--- src/rtl/uart_cmd_assembler.sv ---
// UART command front end: packs three RX bytes into a 24-bit command
// and relays one-byte responses to the UART transmitter.
module uart_cmd_assembler #(
  parameter int TIMEOUT = 1000000,
  parameter int TO_W    = 20
) (
  input  logic        clk,
  input  logic        rst,
  input  logic        rx_rdy,
  input  logic [7:0]  rx_data,
  output logic        clr_rx_rdy,
  output logic [23:0] cmd,
  output logic        cmd_rdy,
  input  logic        clr_cmd_rdy,
  input  logic        send_resp,
  input  logic [7:0]  resp_data,
  output logic        trmt,
  output logic [7:0]  tx_data,
  input  logic        tx_done,
  output logic        resp_sent,
  output logic        frame_err
);

  typedef enum logic [1:0] {HIGH, MID, LOW, HOLD} state_t;

  localparam logic [TO_W-1:0] TO_LAST = TO_W'(TIMEOUT - 1);

  state_t          state, state_nxt;
  logic [7:0]      hi, mid;
  logic [TO_W-1:0] cnt;
  logic            accept, timeout;
  logic            busy, pend_vld;
  logic [7:0]      pend;

  always_comb begin
    state_nxt = state;
    accept    = 1'b0;
    timeout   = 1'b0;
    unique case (state)
      HIGH: begin
        if (rx_rdy) begin
          accept    = 1'b1;
          state_nxt = MID;
        end
      end
      MID: begin
        if (rx_rdy) begin
          accept    = 1'b1;
          state_nxt = LOW;
        end else if (cnt == TO_LAST) begin
          timeout   = 1'b1;
          state_nxt = HIGH;
        end
      end
      LOW: begin
        if (rx_rdy) begin
          accept    = 1'b1;
          state_nxt = HOLD;
        end else if (cnt == TO_LAST) begin
          timeout   = 1'b1;
          state_nxt = HIGH;
        end
      end
      HOLD: begin
        if (clr_cmd_rdy)
          state_nxt = HIGH;
      end
      default: state_nxt = HIGH;
    endcase
  end

  // Held low during reset so a waiting RX byte is not consumed.
  assign clr_rx_rdy = accept & ~rst;

  always_ff @(posedge clk or posedge rst) begin
    if (rst)
      state <= HIGH;
    else
      state <= state_nxt;
  end

  always_ff @(posedge clk or posedge rst) begin
    if (rst) begin
      hi        <= '0;
      mid       <= '0;
      cmd       <= '0;
      cmd_rdy   <= 1'b0;
      cnt       <= '0;
      frame_err <= 1'b0;
    end else begin
      frame_err <= timeout;
      if (accept && state == HIGH)
        hi <= rx_data;
      if (accept && state == MID)
        mid <= rx_data;
      if (accept && state == LOW) begin
        cmd     <= {hi, mid, rx_data};
        cmd_rdy <= 1'b1;
      end
      if (state == HOLD && clr_cmd_rdy)
        cmd_rdy <= 1'b0;
      if (timeout) begin
        hi  <= '0;
        mid <= '0;
      end
      if ((state == MID || state == LOW) && !rx_rdy && !timeout)
        cnt <= cnt + TO_W'(1);
      else
        cnt <= '0;
    end
  end

  // Response path: one byte in flight plus a single pending slot.
  always_ff @(posedge clk or posedge rst) begin
    if (rst) begin
      busy      <= 1'b0;
      pend_vld  <= 1'b0;
      pend      <= '0;
      tx_data   <= '0;
      trmt      <= 1'b0;
      resp_sent <= 1'b0;
    end else begin
      trmt      <= 1'b0;
      resp_sent <= 1'b0;
      if (tx_done && busy) begin
        resp_sent <= 1'b1;
        if (pend_vld) begin
          tx_data  <= pend;
          trmt     <= 1'b1;
          pend_vld <= 1'b0;
        end else if (send_resp) begin
          tx_data <= resp_data;
          trmt    <= 1'b1;
        end else begin
          busy <= 1'b0;
        end
      end else if (send_resp) begin
        if (!busy) begin
          tx_data <= resp_data;
          trmt    <= 1'b1;
          busy    <= 1'b1;
        end else if (!pend_vld) begin
          pend     <= resp_data;
          pend_vld <= 1'b1;
        end
      end
    end
  end

endmodule

--- config.mk ---
export PLATFORM = sky130hd
export DESIGN_NAME = uart_cmd_assembler
export DESIGN_NICKNAME = d
export VERILOG_FILES = /design/src/rtl/uart_cmd_assembler.sv
export SDC_FILE = /design/constraint.sdc
export NUM_CORES = 1
export LEC_CHECK = 0
export BUFFER_PORTS_ARGS = -buffer_cell sky130_fd_sc_hd__clkbuf_2
export CAP_MARGIN = 15
export CORE_MARGIN = 5
export CORE_UTILIZATION = 51
export DETAILED_ROUTE_END_ITERATION = 16
export PLACE_DENSITY = 0.78
export SLEW_MARGIN = 15
export SYNTH_ARGS = -nofsm -noshare
export SYNTH_HDL_FRONTEND = slang
export SYNTH_SLANG_ARGS = --single-unit
--- constraint.sdc ---
create_clock -name clk -period 3.2 [get_ports clk]
set_input_delay 0.64 -clock clk [delete_from_list [all_inputs] [get_ports clk]]
set_output_delay 0.64 -clock clk [all_outputs]
set_load 0.01 [all_outputs]
## Word-level counts from Yosys, hierarchy flattened

Index checks and enable logic that the tools add are counted.

| word-level totals | value |
|---|---|
| bits in registers | 84 |
| output and inout port bits | 37 |
| logic and storage cells | 87 |

| operators by class | value |
|---|---|
| add/subtract/negate cells | 1 |
| eq/ne operators | 9 |
| muxes and demuxes | 36 |
| bitwise logic cells | 4 |
| reduce and logical (&&, ||, !) cells | 24 |

Operator list:

| cell | number |
|---|---|
| $mux W8 | 9 |
| $add A20 B1 Y20 const B | 1 |
| $eq A20 B20 Y1 const B | 1 |
| $mux W1 | 20 |
| $mux W20 | 1 |
| $reduce_bool A2 Y1 | 6 |
| $mux W2 | 5 |
| $ne A2 B2 Y1 const B | 4 |
| $pmux W2 S4 | 1 |
| $logic_and A1 B1 Y1 | 7 |
| $reduce_and A3 Y1 | 2 |
| $eq A2 B2 Y1 const B | 2 |
| $reduce_and A2 Y1 | 2 |
| $reduce_and A4 Y1 | 1 |
| $not A1 Y1 | 3 |
| $reduce_or A3 Y1 | 1 |
| $eq A2 B1 Y1 const B | 1 |
| $logic_not A1 Y1 | 2 |
| $logic_not A2 Y1 | 1 |
| $ne A2 B1 Y1 const B | 1 |
| $reduce_or A2 Y1 | 1 |
| $and A1 B1 Y1 | 1 |
| $logic_or A1 B1 Y1 | 1 |

## Depth between registers and ports, before layout

| depth | value |
|---|---|
| word-level depth | 7 |
| mapped depth | 7 |
| gate-level depth less buffers | 6 |

## Worst setup path before layout

Ideal clock, no wire load.

| timing | value |
|---|---|
| path type | input-to-output |
| from | in rst |
| to | out clr_rx_rdy |
| arrival | 2.751 ns |
| slack | -0.191 ns |
| stages | 2 |
| buffers on the path | 0 |
| cells stage by stage | inv_1 > and2_1 |

| on the way | value |
|---|---|
| cells in the longest elaborated chain, start to end | 2 |

RTL lines:

| element | RTL line | source |
|---|---|---|
| start: declaration | 8 | `input logic rst,` |
| $not A1 Y1 | 73 | `assign clr_rx_rdy = accept & ~rst;` |
| $and A1 B1 Y1 | 73 |  |
| end: declaration | 11 | `output logic clr_rx_rdy,` |

No other way between the ends.

## Worst setup path after layout

| timing | value |
|---|---|
| from | reg state[1] |
| to | out clr_rx_rdy |

| on the way | value |
|---|---|
| cells in the longest elaborated chain, start to end | 4 |
| elaborated cells between the ends (all ways) | 6 |
| those cells by class | eq/ne (2); mux (1); bitwise (1); reduce/logical (2) |

RTL lines:

| element | RTL line | source |
|---|---|---|
| start: declaration | 28 | `state_t state, state_nxt;` |
| start signal: assignment | 79 | `state <= state_nxt;` |
| $eq A2 B1 Y1 (tied with other cells) | 39 | `unique case (state)` |
| $reduce_or A3 Y1 (no line) (*) | n/a |  |
| $mux W1 (*) | n/a |  |
| $and A1 B1 Y1 (*) | 73 |  |

Every way passes the cells marked *; elsewhere a longest branch is shown, timed or not.

==> flow_summary_export.csv <==
group,metric,value,unit
run_status,outcome,"finished, final reports clean",
cts,clock_latency,360,ps
worst_setup_path,crit_path_end_kind,"output pin",
finish,drive_gt1_share,30.7,%
sta,max_slew_margin,32.0,%
sta,finalSetupViolCount,0,
synthesis,yosysTopAreaCell,"dfrtp_1",
worst_setup_path,crit_required,2560,ps
synthesis,yosysWarnings,0,
sta,layout_min_cycle_time,2270,ps
die,ioPinCount,59,
sta,hold_viol_final,0,
finish,final_nets,411,
placed_design,placedInstanceArea,4070,sq um
routing,wire_per_inst,14.6,um
worst_setup_path,ff2ff_path_depth,5,
synthesis,syn_avg_cell_area,11.4,sq um
pwr,switchingPower,1.07,mW
routing,dr.pass1.iters,5,
synthesis,synth_nets,350,
grt,grt_pass1_wl,12600,um
sta,timing.fmax,441,MHz
cts,cts_made_buffers,9,
synthesis,syn_area,3680,sq um
worst_setup_path,cp-start-kind,"register",
synthesis,yosys-top-cells-area,"dfrtp_1 (57%), mux2_2 (9.8%), nand2_1 (3.5%)",
sta,worstMarginPinSlew,1020,ps
synthesis,synthAdderAreaFrac,2.04,%
pwr,comb_power_share,28.6,%
synthesis,synth.area.mux_share,12.2,%
synthesis,synth_edf_count,0,
synthesis,synth_top_area_share,57.1,%
worst_setup_path,timing.rr.end,"mid[2]",
worst_setup_path,r2r-start,"cnt[0]",
cts,post_cts_buffers,0,
sta,grt_setup_unrepaired,"false",
cts,path_clk_slew,90,ps
placed_design,finalWeightedCongestion,0.756,
grt,grt_start_max_net_pins,85,
sta,skew,10.6,ps
synthesis,synthArstFlopShare,100,%
routing,drcViolationCount,0,
grt,grt_pass1_vias,2716,
die,initial_core_util,51.6,%
pwr,peakVddDrop,0.334,mV
cts,cts_tree,"yes",
worst_hold_path,whs_path_depth,2,
worst_setup_path,crit_type,"register to output pin",
pwr,pwr-share-seq,47.6,%
synthesis,ys_ff_latch,84,
synthesis,synth_compound_area_share,6.83,%
sta,finalMaxSlewViolations,0,
worst_setup_path,path_max_fanout,19,
cts,cts_sinks,84,
die,die_w,95.0,um
worst_hold_path,hold_class,"input port to register",
die,die-area,9020,sq um
routing,drt_iter0_markers,127,
synthesis,synth_top_family_by_area,"simple AND/OR/NAND/NOR gates",
worst_setup_path,critPathArrivalTime,1630,ps
synthesis,synth_xor_area_share,3.33,%
finish,syn2layout_area_growth,16.1,%
grt,antenna_found_initial,0,
pwr,power_leakage,2.01,nW
synthesis,netlist_top_cells_count,"dfrtp_1 (84), nand2_1 (34), mux2_2 (32), a21oi_1 (25), nand3_1 (24)",
placed_design,dp_hpwl,5130,um
synthesis,ys_types,39,
cts,cts_hold_buf,0,
synthesis,synthSimpleGateAreaFrac,15.8,%
cts,htree_levels,3,
placed_design,place_ws,980,ps
worst_hold_path,min_to,"cmd_rdy",
worst_setup_path,r2r_slack,980,ps
routing,vias,2574,
pwr,sw_frac_of_total,32.4,%
die,fp.dieH,95.0,um
synthesis,syn_inst,322,
finish,final_area,4280,sq um
sta,finalCritPeriodShare,70.8,%
job,cap_violations,0,
die,core_area,7140,sq um
pwr,powerDensity,775,nW/um^2
grt,grt.overflow.total,0,
pwr,clockPowerShare,23.9,%
placed_design,port_buffers,58,
sta,final.setup.tns,0,ps
cts,root_buffer,"clkbuf_8",
sta,setup_slack,935,ps
synthesis,yosysMostFrequentCell,"dfrtp_1",
finish,diodes,0,
routing,drtAntennaViolNets,0,
die,rows,31,
worst_hold_path,holdCritStartpoint,"clr_cmd_rdy",
routing,drt-vias-per-instance,5.29,
cts,cts_resized,0,
routing,drt_wl_total,7120,um
synthesis,ys.flop_type,"dfrtp_1",
grt,grt_usage,18.0,%
cts,clock_path_buffers,2,
synthesis,seq_area_frac_synth,57.1,%
pwr,p_int,2.24,mW
worst max-delay path by stage:
| stage | from | end | slack, ps |
|---|---|---|---|
| floorplan | rst | clr_rx_rdy | 310 |
| finish | state[1] | clr_rx_rdy | 930 |
| global placement | cnt[0] | hi[3] | 1070 |
| global route | state[1] | clr_rx_rdy | 800 |
| CTS | state[1] | clr_rx_rdy | 910 |
| detailed placement | cnt[0] | mid[2] | 980 |
critical path, stage by stage, from the launching register on:
cell and delay, ps:
dfrtp_1 450, ha_1 210, nor2b_1 100, buf_4 220
and2_1 170, clkbuf_2 130
power groups by stage:
stage	logic (mW)	registers (mW)	clock network (mW)
2_1_floorplan	0.550	1.64	0
6_report	0.946	1.58	0.791
4_1_cts	0.965	1.58	0.803
3_3_place_gp	0.924	1.58	0
3_5_place_dp	0.962	1.60	0
5_1_grt	1.07	1.62	0.855
final cells by class:
class / count / area, sq um
inverters: 9 / 37.5
flip-flops and latches: 84 / 2100
multi-input cells: 217 / 1480
well taps: 99 / 124
fillers: 638 / 2860
repair buffers: 62 / 320
clock inverters: 4 / 55.1
clock buffers: 12 / 155
state kept, by name (all words and copies together), names as in the netlist:
name and count:
hi 8, resp_sent 1, pend_vld 1, busy 1, state 2, frame_err 1, tx_data 8, cmd 24
cmd_rdy 1, trmt 1, mid 8, cnt 20, pend 8
cell families (layout without fill, tap and decap cells):
family / count (synthesis) / in the layout
simple gates: 112 / 112
xor+xnor: 14 / 14
compound gates: 44 / 44
fa+ha+maj: 6 / 6
mux: 41 / 41
flops: 84 / 84
buf+inv: 21 / 87
cells in the final DEF (no fill, tap or decap), types with 5 or more instances in the layout:
master	count
dfrtp_1	84
clkbuf_2	58
nand2_1	34
mux2_2	32
a21oi_1	25
nand3_1	24
nor2_1	19
o21ai_0	11
clkbuf_8	11
mux2i_1	9
inv_1	8
xnor2_1	7
xor2_1	7
ha_1	6
nor4_1	5
routing by layer:
metal	vias up	global-route usage (%)	share of wire (%)
li1	1244	-	-
met1	1251	22.9	43
met2	75	29.9	49
met3	4	5.02	6.7
met4	0	5.41	0.80
met5	-	0	0
stage by stage:
step | util [%] | std cells | hold slack [ps] | power, mW
final | 59.9 | 487 | 463 | 3.31
after global routing | 59.9 | 487 | 465 | 3.54
after CTS | 59.9 | 487 | 450 | 3.35
after detailed placement | 57.0 | 471 | 471 | 2.56
after global placement | 57.0 | 471 | 462 | 2.50
after floorplan | - | 322 | 451 | 2.19
(Power assumes the default switching activity.)
